### config.mk
export PLATFORM = sky130hd
export DESIGN_NAME = stack_seq_ctrl
export DESIGN_NICKNAME = d
export VERILOG_FILES = /design/src/rtl/stack_ctrl_pkg.sv /design/src/rtl/stack_seq_ctrl.sv
export SDC_FILE = /design/constraint.sdc
export NUM_CORES = 1
export LEC_CHECK = 0
export BUFFER_PORTS_ARGS = -buffer_cell sky130_fd_sc_hd__buf_2
export CAP_MARGIN = 20
export CORE_MARGIN = 2
export CORE_UTILIZATION = 50
export CTS_BUF_LIST = sky130_fd_sc_hd__clkbuf_8 sky130_fd_sc_hd__clkbuf_16
export DETAILED_ROUTE_END_ITERATION = 8
export HOLD_SLACK_MARGIN = 0.15
export PLACE_DENSITY = 0.91
export SYNTH_ARGS = -nofsm -noshare
export SYNTH_HDL_FRONTEND = slang
export SYNTH_SLANG_ARGS = --single-unit
### constraint.sdc
create_clock -name clock -period 2.3 [get_ports clock]
set_input_delay 0.115 -clock clock [delete_from_list [all_inputs] [get_ports clock]]
set_output_delay 0.115 -clock clock [all_outputs]
set_load 0.01 [all_outputs]
### src/rtl/stack_ctrl_pkg.sv
// Shared state encoding and control-word table for the interrupt stack sequencer.
// Purely combinational decode; no latency. No flow control.
// Each state maps to one strobe word; MW is active-low so idle has mw=1.
package stack_ctrl_pkg;

    typedef enum logic [3:0] {
        IDLE,
        P_A1, P_W1, P_D1, P_A2, P_W2, P_D2,
        R_I1, R_R1, R_L1, R_I2, R_R2, R_L2,
        DONE
    } state_t;

    typedef struct packed {
        logic enspa;
        logic enfld;
        logic endes;
        logic mw;
        logic mr;
        logic decsp;
        logic incsp;
        logic ldpc;
        logic ldflg;
        logic lreset;
        logic lint;
        logic busy;
        logic done;
    } ctrl_t;

    // Push stores flags then PC; pop restores PC then flags, mirroring the frame.
    function automatic ctrl_t ctrl_of(input state_t s);
        ctrl_t c;
        c      = '0;
        c.mw   = 1'b1;
        c.busy = (s != IDLE);
        case (s)
            P_A1: begin c.enspa = 1'b1; c.enfld = 1'b1; end
            P_W1: begin c.enspa = 1'b1; c.enfld = 1'b1; c.mw = 1'b0; end
            P_D1: c.decsp = 1'b1;
            P_A2: begin c.enspa = 1'b1; c.endes = 1'b1; end
            P_W2: begin c.enspa = 1'b1; c.endes = 1'b1; c.mw = 1'b0; end
            P_D2: begin c.decsp = 1'b1; c.lreset = 1'b1; c.lint = 1'b1; end
            R_I1: c.incsp = 1'b1;
            R_R1: begin c.enspa = 1'b1; c.mr = 1'b1; end
            R_L1: begin c.enspa = 1'b1; c.mr = 1'b1; c.ldpc = 1'b1; end
            R_I2: c.incsp = 1'b1;
            R_R2: begin c.enspa = 1'b1; c.mr = 1'b1; end
            R_L2: begin c.enspa = 1'b1; c.mr = 1'b1; c.ldflg = 1'b1; end
            DONE: c.done = 1'b1;
            default: ;
        endcase
        return c;
    endfunction

endpackage

### src/rtl/stack_seq_ctrl.sv
// Interrupt entry/return stack sequencer: pushes flags+PC or pops PC+flags via strobes.
// Latency: request sampled in IDLE -> done 7 cycles later; outputs registered.
// No backpressure: a started sequence always completes; requests only sampled in IDLE.
// Optional STACK_GUARD_EN: refuse push/pop that would cross the stack bounds (stk_fault pulse).
module stack_seq_ctrl #(
    parameter int SP_W   = 8,
    parameter int SP_MIN = 0,
    parameter int SP_MAX = 2**SP_W-1
) (
    input  logic            clock,
    input  logic            reset_n,
    input  logic            int_req,
    input  logic            iret_req,
    input  logic [SP_W-1:0] sp,
    output logic            ENSPA,
    output logic            ENFLD,
    output logic            ENDES,
    output logic            MW,
    output logic            MR,
    output logic            DECSP,
    output logic            INCSP,
    output logic            LDPC,
    output logic            LDFLG,
    output logic            LRESET,
    output logic            LINT,
    output logic            busy,
    output logic            done,
    output logic            stk_fault
);
    import stack_ctrl_pkg::*;

    state_t state;
    state_t state_nxt;
    ctrl_t  ctrl;
    logic   stk_fault_q;
    logic   guard_trip;

`ifdef STACK_GUARD_EN
    // A push needs two free slots below SP, a pop two filled slots above it.
    logic push_low;
    logic pop_high;
    assign push_low   = int'(sp) < SP_MIN + 2;
    assign pop_high   = int'(sp) > SP_MAX - 2;
    assign guard_trip = (state == IDLE) && (int_req ? push_low : (iret_req && pop_high));
`else
    logic unused_cfg;
    assign unused_cfg = (^sp) ^ (SP_MIN > SP_MAX);
    assign guard_trip = 1'b0;
`endif

    always_comb begin
        state_nxt = state;
        case (state)
            IDLE: begin
                if (int_req)       state_nxt = P_A1;
                else if (iret_req) state_nxt = R_I1;
            end
            P_A1: state_nxt = P_W1;
            P_W1: state_nxt = P_D1;
            P_D1: state_nxt = P_A2;
            P_A2: state_nxt = P_W2;
            P_W2: state_nxt = P_D2;
            P_D2: state_nxt = DONE;
            R_I1: state_nxt = R_R1;
            R_R1: state_nxt = R_L1;
            R_L1: state_nxt = R_I2;
            R_I2: state_nxt = R_R2;
            R_R2: state_nxt = R_L2;
            R_L2: state_nxt = DONE;
            DONE: state_nxt = IDLE;
            default: state_nxt = IDLE;
        endcase
        if (guard_trip) state_nxt = IDLE;
    end

    always_ff @(posedge clock) begin
        if (!reset_n) begin
            state       <= IDLE;
            ctrl        <= ctrl_of(IDLE);
            stk_fault_q <= 1'b0;
        end else begin
            state       <= state_nxt;
            ctrl        <= ctrl_of(state_nxt);
            stk_fault_q <= guard_trip;
        end
    end

    assign ENSPA     = ctrl.enspa;
    assign ENFLD     = ctrl.enfld;
    assign ENDES     = ctrl.endes;
    assign MW        = ctrl.mw;
    assign MR        = ctrl.mr;
    assign DECSP     = ctrl.decsp;
    assign INCSP     = ctrl.incsp;
    assign LDPC      = ctrl.ldpc;
    assign LDFLG     = ctrl.ldflg;
    assign LRESET    = ctrl.lreset;
    assign LINT      = ctrl.lint;
    assign busy      = ctrl.busy;
    assign done      = ctrl.done;
    assign stk_fault = stk_fault_q;

endmodule
==> results.md <==
* Status: completed
* Drt drc at 0
* CTS tree: yes
* Layout cell share with drive strength beyond 1 at 21.65%
* Worst endpoint required time at 2.46 ns
* Setup Viol. Count Final at 0
* R2R Setup Slk at 0.68 ns
* First-pass GRT wire length at 2484 um
* Synth top area share at 42.45%
* Max Cap Violations at 0
* Hold path cells at 3
* FF-to-FF path depth at 3
* Reg2reg end: LDPC
* Setup TNS at 0 ns
* Vias at 658
* P per Cell Area at 873.4 nW/um2
* Clock Skew at 0.004157 ns
* Library cells used by synthesis at 35
* CTS Sinks at 16
* Num CTS Buffers at 3
* Layout filler cell count at 117
* Yosys warnings at 0
* Fin. Hold Viols at 0
* Die height at 42.85 um
* CTS resizes at 0
* Largest net degree at the start of global routing at 23
* Core area at 1454 um2
* Mapped Avg Cell Area at 8.672 um2
* Async S/R FF share, synth at 0%
* Drt total wl at 1441 um
* WS Path Type: reg2reg
* Largest cells by area after synthesis: dfxtp_1, o21ai_0, nand2_1, nand2b_1, nor2b_1
* Crit share post-route at 70.43%
* Vias in the first global route at 589
* Crit. End Element: flop
* Longest Clk Path Bufs at 2
* Final min period at 1.620 ns
* Area of the multi-input gates at 367.9 um2
* Finished Cell Area at 840.8 um2
* Static Leak at 0.3536 nW
* Hold Path Class: in2reg
* Seq/Total Area, Yosys at 42.45%
* VDD IR max at 0.0003954 V
* I/O pin count at 26
* Setup Buffers After CTS at 0
* Die ar. at 1836 um2
* DR iter-0 viols at 21
* Port buffer count at 16
* Number of synthesized flops with an enable pin at 0
* GP Congestion at 0.8395
* Initial Utilization at 51.89%
* Worst hold margin at 0.1957 ns
* Antenna violations before repair at 0
* Gr ovfl total at 0
* CTS root buffer: clkbuf_8
* DRT Pass-1 Iters at 4
* Hold endpoint: ENFLD
* Overall routing resource usage at 18.05%
* Maximum clock frequency at 0.6173 GHz
* Syn Nets at 99
* Pwr Total at 0.7344 mW
* Maximum fanout along the worst path at 22
* Synth Instances at 87
* Diode count at 0
* Mean routed wirelength per cell at 12.75 um
* Die X at 42.85 um
* Seq. cell area at 320.3 um2
* Post-detail-place hpwl at 967 um
* Avg Vias per Cell at 5.823
* Critical R2R Launch: state[2]
* Worst Path Arrival at 1.78 ns
* # H-tree levels at 1
* RSZ-0062 raised after global routing: no
* Final net count at 111
* Final max-slew violation count at 0
* Ys flop type: dfxtp_1
* Layout area overhead at 11.44%
* Largest area contributor in the netlist: dfxtp_1
* Rel. slew slack at 56.54%
* Top-count cell post-synth: dfxtp_1
* Cell Area, Synth at 754.5 um2
* Worst-Skew Late Latency at 0.24 ns
* Placed inst area at 799.5 um2
* Top post-synthesis cells by count: dfxtp_1, nand2_1, nor2_1, o21ai_0
* Row Count at 14
* Hold buffers post-CTS at 0
* Yosys reg bits at 16
* Antenna viol nets, final at 0
* Min-delay src: int_req
* Worst slew pin tran at 0.6510 ns
* Clock-pin slew on the worst setup and hold paths at 0.06 ns
* Setup crit start kind: flop
[power breakdown]
group / switching (mW) / internal, mW
Sequential: 0.0584 / 0.311
Combinational: 0.0864 / 0.0822
Clock: 0.0808 / 0.116
Total: 0.226 / 0.509
[per-layer routing]
metal	up-vias	share of wire [%]	routed length (um)	track usage (%)
li1	321	-	-	-
met1	308	41	594	21.52
met2	27	52	746	30.30
met3	2	6.2	90	2.553
met4	0	0.69	10	10.63
met5	-	0	0	0
[worst max-delay path by stage]
stage	start	end	slack [ns]	depth (start not counted)
after floorplan	state[3]	LDPC	1.02	3
after global placement	state[2]	done	0.75	3
after detailed placement	state[2]	done	0.72	3
after CTS	state[2]	LDPC	0.67	3
after global routing	state[0]	DECSP	0.57	3
final	state[2]	LDPC	0.68	3
[sequential cells by signal, summed over array words and instances (netlist names)]
signal and cells:
busy 1, DECSP 1, ENSPA 1, LRESET 1, state 4, MR 1, LDPC 1, ENFLD 1
MW 1, done 1, INCSP 1, ENDES 1, LDFLG 1
[placed cells by master (no fill, tap or decap), drive strengths merged, types with 2 or more instances in the layout]
cell and instances:
a211oi 3, o21ai 6, nand2 7, nor3b 3, buf 16, nand2b 4
nor2 6, dfxtp 16, clkbuf 3, nor3 3, a21oi 2, nor2b 4
nand3 2, inv 3
[metrics by stage]
| step | utilization [%] | std cells | setup WS [ns] |
|---|---|---|---|
| finish | 57.83 | 113 | 0.6800 |
| global route | 57.83 | 113 | 0.5709 |
| CTS | 57.83 | 113 | 0.6653 |
| detailed placement | 54.99 | 110 | 0.7201 |
| global placement | 54.99 | 110 | 0.7460 |
| floorplan | - | 87 | 1.021 |
[kinds of logic after synthesis]
logic type      after synthesis  synth area share, %
simple gates                 38                29.19
other cells                   1               0.4970
xor+xnor                      1                1.161
mux                           1                1.327
buf+inv                      12                8.789
compound gates               18                16.59
flops                        16                42.45
[worst max-delay path: stages, from the launching register on]
cell and delay (ns):
dfxtp_1 0.73, nand2_1 0.22, a221o_1 0.37, nor3_1 0.21
[area by class of cell]
class                           instances  share of cell area [%]
Sequential cell                        16                   38.10
Timing Repair Buffer                   16                   9.524
Multi-Input combinational cell         59                   43.75
Clock buffer                            3                   4.911
Inverter                                3                   1.339
Tap cell                               16                   2.381
(Power assumes the default switching activity.)
